### config.mk
export PLATFORM = sky130hd
export DESIGN_NAME = rr_mux_arbiter
export DESIGN_NICKNAME = d
export VERILOG_FILES = /design/src/rtl/rr_mux_arbiter.sv
export SDC_FILE = /design/constraint.sdc
export NUM_CORES = 1
export LEC_CHECK = 0
export BUFFER_PORTS_ARGS = -buffer_cell sky130_fd_sc_hd__buf_2
export CORE_AREA = 5 5 42 44
export CTS_CLUSTER_SIZE = 8
export DETAILED_ROUTE_END_ITERATION = 10
export DIE_AREA = 0 0 47 49
export SLEW_MARGIN = 40
export SYNTH_ARGS = -nofsm -noshare
export SYNTH_HDL_FRONTEND = slang
export SYNTH_SLANG_ARGS = --single-unit
### constraint.sdc
create_clock -name clk -period 0.9 [get_ports clk]
set_input_delay 0.135 -clock clk [delete_from_list [all_inputs] [get_ports clk]]
set_output_delay 0.135 -clock clk [all_outputs]
set_load 0.01 [all_outputs]
### src/rtl/rr_mux_arbiter.sv
// Round-robin arbiter that owns the select of a shared N_REQ-to-1 mux.
// The grant is held until downstream accepts it; the next winner is chosen in the accepting cycle.
module rr_mux_arbiter #(
    parameter int N_REQ = 2,
    parameter int SELW  = $clog2(N_REQ)
) (
    input  logic             clk,
    input  logic             rst_n,
    input  logic [N_REQ-1:0] req,
    output logic [N_REQ-1:0] ack,
    output logic [SELW-1:0]  sel,
    output logic             out_valid,
    input  logic             out_ready
);

    typedef enum logic {
        IDLE = 1'b0,
        BUSY = 1'b1
    } state_t;

    state_t            state_q, state_d;
    logic [SELW-1:0]   sel_q, sel_d;
    logic [SELW-1:0]   ptr_q, ptr_d;
    logic [SELW-1:0]   ptr_nxt;
    logic [N_REQ-1:0]  masked;
    logic [SELW:0]     win;

    // Returns {found, index}: first set bit scanning p, p+1, ..., wrapping at N_REQ.
    function automatic logic [SELW:0] pick_winner(input logic [N_REQ-1:0] r,
                                                  input logic [SELW-1:0]  p);
        logic [2*N_REQ-1:0] rot;
        logic               found;
        int                 idx;
        rot   = {r, r} >> p;
        found = 1'b0;
        idx   = 0;
        for (int k = N_REQ - 1; k >= 0; k--) begin
            if (rot[k]) begin
                found = 1'b1;
                idx   = int'(p) + k;
            end
        end
        if (idx >= N_REQ) begin
            idx = idx - N_REQ;
        end
        return {found, SELW'(idx)};
    endfunction

    always_ff @(posedge clk or negedge rst_n) begin
        if (!rst_n) begin
            state_q <= IDLE;
            sel_q   <= '0;
            ptr_q   <= '0;
        end else begin
            state_q <= state_d;
            sel_q   <= sel_d;
            ptr_q   <= ptr_d;
        end
    end

    always_comb begin
        state_d = state_q;
        sel_d   = sel_q;
        ptr_d   = ptr_q;
        ptr_nxt = ptr_q;
        masked  = req;
        win     = '0;
        ack     = '0;
        case (state_q)
            IDLE: begin
                win = pick_winner(req, ptr_q);
                if (win[SELW]) begin
                    sel_d   = win[SELW-1:0];
                    state_d = BUSY;
                end
            end
            BUSY: begin
                if (out_ready) begin
                    ack[sel_q]     = 1'b1;
                    ptr_nxt        = (sel_q == SELW'(N_REQ - 1)) ? '0 : sel_q + 1'b1;
                    ptr_d          = ptr_nxt;
                    // The served requester is excluded so a re-request cannot win back-to-back.
                    masked[sel_q]  = 1'b0;
                    win            = pick_winner(masked, ptr_nxt);
                    if (win[SELW]) begin
                        sel_d = win[SELW-1:0];
                    end else begin
                        state_d = IDLE;
                    end
                end
            end
            default: state_d = IDLE;
        endcase
    end

    assign sel       = sel_q;
    assign out_valid = (state_q == BUSY);

endmodule

==> metrics.yaml, run 1 <==
place_area_um2: 228
status: "complete, but fails checks"
root_buffer: "clkbuf_4"
multiInputGateArea_um2: 95.1
critPathLaunchType: "register"
fmax_mhz: 884
antenna_found_initial: 0
drtPass1Iterations: 1
r2r.worst_path.cells: 4
timing.final.hold_violations: 0
final_cell_mix: "buf_2 (6), buf_4 (5), buf_6 (4)"
cts_tree: "yes"
post-route-drc-count: 0
final_common_cell: "buf_2"
worst_pin_slew_ns: 0.236
cts.htree.levels: 1
regArea_um2: 75.1
grt_start_max_net_pins: 5
power_density_nw_per_um2: 3020
drv_slew: 0
crit_family: "flip-flops"
cts_buffers: 3
cts_buffer_depth: 2
syn_area_um2: 153
p_leak_uw: 0.000173
fill_cells: 162
grt.busiest_layer: "met2"
clock_latency_ns: 0.23
core_um2: 1400
port_buffers: 8
wire_per_inst_um: 10.1
r2r_slack_ns: -0.23
die_w_um: 47
worstHoldStart: "req[0]"
ys_types: 13
yosysWarnings: 0
cp_slowest_stage_delay_ns: 0.40
setup_tns_ns: -1.31
dieArea_um2: 2300
grt_pass1_vias: 195
grt_pass1_wl_um: 724
fin_worst_skew_ns: 0.00246
synth_top_cell_area_share: 0.492
synth.avg_cell_area_um2: 9.54
crit_type: "register to output port"
synth_top_cell_by_area: "dfrtp_1"
initialDrtViolationCount: 0
overflow: 0
synth.yosys.seq_area_share: 0.492
worstPathCellList: "and3b_2 > buf_6"
gp_congestion: 0.769
synth-seq-cells: 3
die_h_um: 49
ant_nets: 0
placementRows: 14
grt_util_met3: 0.0332
final_area_um2: 343
viasPerCell: 3.81
max-vdd-ir-drop_uv: 642
crit_arrival_ns: 1.00
nNetsFinal: 42
slew_headroom: 0.842
syn_nets: 21
grt.met2_usage: 0.0701
worstPathRequired_ns: 0.76
place_ws_ns: -0.127
cp_max_fo: 4
instances_no_fill: 52
use_met1: 0.0420
end_kind: "output port"
synthCells: 16
post-route-util: 0.245
drive_gt1_frac: 0.667
timing.rr.start: "sel"
cts_sinks: 3
min_period_over_period: 1.26
hold_depth: 2
holdPathEnd: "sel"
vias: 198
r2r-end: "out_valid"
crit_slowest_cell: "dfrtp_1"
n_antenna_cell: 0
area_delta_synth_final_pct: 125
hp-class: "input pin to register"
io_pins: 9
cp_num_buf_inv: 1
start_util: 0.109
max_cap_viol_count: 0
violations: "negative setup slack"
clk_pin_slew_ns: 0.04
grt_usage: 0.0459
setup_viol_count_final: 7
ys_top_cells_by_area: "dfrtp_1 (49%), and3b_2 (6.6%), o22a_1 (5.7%), a211oi_1 (4.9%), a21o_1 (4.9%)"
fin_crit_ns: 1.13
rsz0062_at_grt: "true"
routed_wl_um: 525
timing.final.ws_setup_ns: -0.231
dpl.cell_count: 42
-- per-layer routing --
| layer | share of wire | wire length, um |
|---|---|---|
| met3 | 0.12 | 64 |
| met5 | 0 | 0 |
| met1 | 0.38 | 202 |
| met4 | 0 | 0 |
| met2 | 0.49 | 258 |
-- synthesized netlist by cell type --
master    instances
a211oi_1          1
a21o_1            1
a21oi_1           1
and3b_2           1
dfrtp_1           3
inv_1             1
nand2_1           1
nand2b_1          1
nand3_1           1
nor2_1            2
nor3b_1           1
o21ai_0           1
o22a_1            1
-- flip-flops by register name (all words and copies together), names as in the netlist --
| register | flops |
|---|---|
| ptr_q | 1 |
| sel | 1 |
| out_valid | 1 |
-- worst register-to-register path, cell delays in order, from the launching register on --
cell and delay [ns]:
dfrtp_1 0.40, and3b_2 0.26, buf_4 0.11, nor2_1 0.03, o22a_1 0.19
-- power breakdown --
part	internal (uW)	leakage, uW	switching [uW]
registers	196	0.0000341	54.1
clock network	166	0.0000150	70.0
logic	339	0.000124	210
-- how the worst max path moves through the flow --
stage                     startpoint   endpoint  cells after the start
final                            sel     ack[0]                      2
after global routing             sel     ack[0]                      2
after CTS                        sel     ack[0]                      2
after detailed placement   out_valid  out_valid                      3
after global placement           sel  out_valid                      3
after floorplan                  sel  out_valid                      3
-- what timing repair did --
item                                   CTS  global route
hold buffers                             1             0
buffers inserted                         3             2
resized for setup                        5             4
setup endpoints to repair                7             7
pin swaps                                4             3
endpoints found under the hold margin    3             0
-- area by class of cell --
cell class | instances | share of cell area
Inverter | 1 | 0.0109
Sequential cell | 3 | 0.219
Tap cell | 16 | 0.0584
Multi-Input combinational cell | 12 | 0.277
Clock buffer | 4 | 0.0766
Timing Repair Buffer | 16 | 0.358
-- metrics by stage --
stage	hold slack, ns	power [uW]
after global placement	-0.0668	572
final	0.185	1040
after global routing	0.183	1120
after CTS	0.141	945
after detailed placement	-0.0659	576
after floorplan	-0.161	412
-- kinds of logic (layout without fill, tap and decap cells) --
logic type             after synthesis  after routing  share of synthesized area
AO/OA/AOI/OAI                        5              5                      0.221
buffers and inverters                1             21                     0.0246
AND/OR/NAND/NOR                      7              7                      0.262
flip-flops                           3              3                      0.492
No activity file was read; power rests on OpenSTA's default activity.
==> inputs of run 2 (changes only) <==
--- a/config.mk
+++ b/config.mk
@@ -6,6 +6,7 @@
 export NUM_CORES = 1
 export LEC_CHECK = 0
 export BUFFER_PORTS_ARGS = -buffer_cell sky130_fd_sc_hd__buf_2
+export CAP_MARGIN = 30
 export CORE_AREA = 5 5 42 44
 export CTS_CLUSTER_SIZE = 8
 export DETAILED_ROUTE_END_ITERATION = 10
@@ -14,3 +15,4 @@
 export SYNTH_ARGS = -nofsm -noshare
 export SYNTH_HDL_FRONTEND = slang
 export SYNTH_SLANG_ARGS = --single-unit
+export TNS_END_PERCENT = 1
==> run 2 against run 1 <==
The run still ends with negative setup slack left. Non-clock buffer count is 3 lower. Combinational power is 4.4% lower. Global-route usage is 0.29 points lower. Die area stayed put. Clock power is 3% lower. Critical path type unchanged. Largest cell class unchanged.
==> metrics.yaml, run 2 (same netlist as run 1, synthesis figures left out) <==
fin_crit_ns: 1.16  # was 1.13 ns
multiInputGateArea_um2: 78.8  # was 95.1 um^2
cts_buffer_depth: 2  # unchanged
antenna_found_initial: 0  # unchanged
holdWs_ns: 0.145  # was 0.185 ns
area_delta_synth_final_pct: 110  # was 125%
core_um2: 1400  # unchanged
finalPower_uw: 1000  # was 1040 uW
end_kind: "output port"  # unchanged
routed_wl_um: 429  # was 525 um
io_pins: 9  # unchanged
power_density_nw_per_um2: 3130  # was 3020 nW/um^2
fin_worst_skew_ns: 0.000927  # was 0.00246 ns
regArea_um2: 75.1  # unchanged
grt_pass1_vias: 173  # was 195
timing.final.ws_setup_ns: -0.264  # was -0.231 ns
max_cap_viol_count: 0  # unchanged
drtPass1Iterations: 2  # was 1
min_period_over_period: 1.29  # was 1.26
worstPathRequired_ns: 0.76  # about the same
crit_type: "register to output port"  # unchanged
timing.final.hold_violations: 0  # unchanged
ant_nets: 0  # unchanged
die_w_um: 47  # unchanged
start_util: 0.109  # unchanged
cts.htree.levels: 1  # unchanged
die_h_um: 49  # unchanged
cts_sinks: 3  # unchanged
grt_pass1_wl_um: 655  # was 724 um
cts_tree: "yes"  # unchanged
initialDrtViolationCount: 1  # was 0
viasPerCell: 3.65  # was 3.81
gp_congestion: 0.675  # was 0.769
nNetsFinal: 39  # was 42
clock_latency_ns: 0.23  # about the same
max-vdd-ir-drop_uv: 894  # was 642 uV
grt_usage: 0.0430  # was 0.0459
clk_pin_slew_ns: 0.04  # about the same
n_antenna_cell: 0  # unchanged
grt_start_max_net_pins: 7  # was 5
hp-class: "input pin to register"  # unchanged
final_common_cell: "buf_6"  # was buf_2
cp_max_fo: 4  # unchanged
r2r_slack_ns: -0.16  # was -0.23 ns
root_buffer: "clkbuf_4"  # unchanged
crit_arrival_ns: 1.03  # was 1.00 ns
post-route-drc-count: 0  # unchanged
final_cell_mix: "buf_6 (7), buf_2 (4), clkbuf_4 (3), dfrtp_1 (3), nor2_1 (2)"  # was buf_2 (6), buf_4 (5), buf_6 (4)
overflow: 0  # unchanged
fmax_mhz: 859  # was 884 MHz
p_leak_uw: 0.000156  # was 0.000173 uW
setup_viol_count_final: 7  # unchanged
status: "complete, but fails checks"  # unchanged
vias: 179  # was 198
violations: "negative setup slack"  # unchanged
fill_cells: 161  # was 162
drive_gt1_frac: 0.545  # was 0.667
cts_buffers: 3  # unchanged
worst_pin_slew_ns: 0.234  # was 0.236 ns
critPathLaunchType: "register"  # unchanged
rsz0062_at_grt: "true"  # unchanged
dieArea_um2: 2300  # unchanged
wire_per_inst_um: 8.76  # was 10.1 um
port_buffers: 8  # unchanged
slew_headroom: 0.843  # was 0.842
placementRows: 14  # unchanged
drv_slew: 0  # unchanged
run 2: layout make-up:
cell class / count / area share
sequential: 3 / 0.234
clock buffer: 4 / 0.0820
inverter: 1 / 0.0117
timing repair buffer: 13 / 0.363
multi-input combinational: 12 / 0.246
tap: 16 / 0.0625
run 2: routing by layer:
metal | GRT usage | wire length (um) | part of all wire
met4 | 0.0276 | 0 | 0
met5 | 0 | 0 | 0
met1 | 0.0530 | 209 | 0.49
met3 | 0.0443 | 48 | 0.11
met2 | 0.0430 | 171 | 0.40
run 2: critical path, stage by stage, from the launching register on:
cell,delay [ns]
dfrtp_1,0.41
and3b_2,0.29
buf_6,0.11
run 2: timing repair:
item / CTS / global route
gates resized for setup: 3 / 6
endpoints found under the hold margin: 3 / 0
pin swaps: 1 / 1
setup buffers: 1 / 1
hold buffers: 1 / 0
setup endpoints to repair: 7 / 7
run 2: where the power goes:
part	total [uW]	internal, uW	switching, uW
Sequential	248	196	51.9
Clock	229	166	63.6
Combinational	525	333	192
run 2: path summary, 6_finish.rpt:
kind,start,to,cells past startpoint
setup / recovery,sel,ack[0],2
hold / removal,req[0],sel,2
setup reg to reg,sel,out_valid,3
hold reg to reg,ptr_q,ptr_q,1
max in group asynchronous,rst_n,ptr_q,2
min in group asynchronous,rst_n,sel,2
run 2: metrics by stage:
stage,cell area (um^2),worst slack (ns),TNS (ns),utilization,std cells
6_report,320,-0.264,-1.08,0.229,49
3_3_place_gp,228,-0.120,-0.304,0.163,42
5_1_grt,320,-0.300,-1.38,0.229,49
4_1_cts,288,-0.258,-1.00,0.205,48
3_5_place_dp,228,-0.132,-0.375,0.163,42
2_1_floorplan,153,-0.154,-0.270,-,16
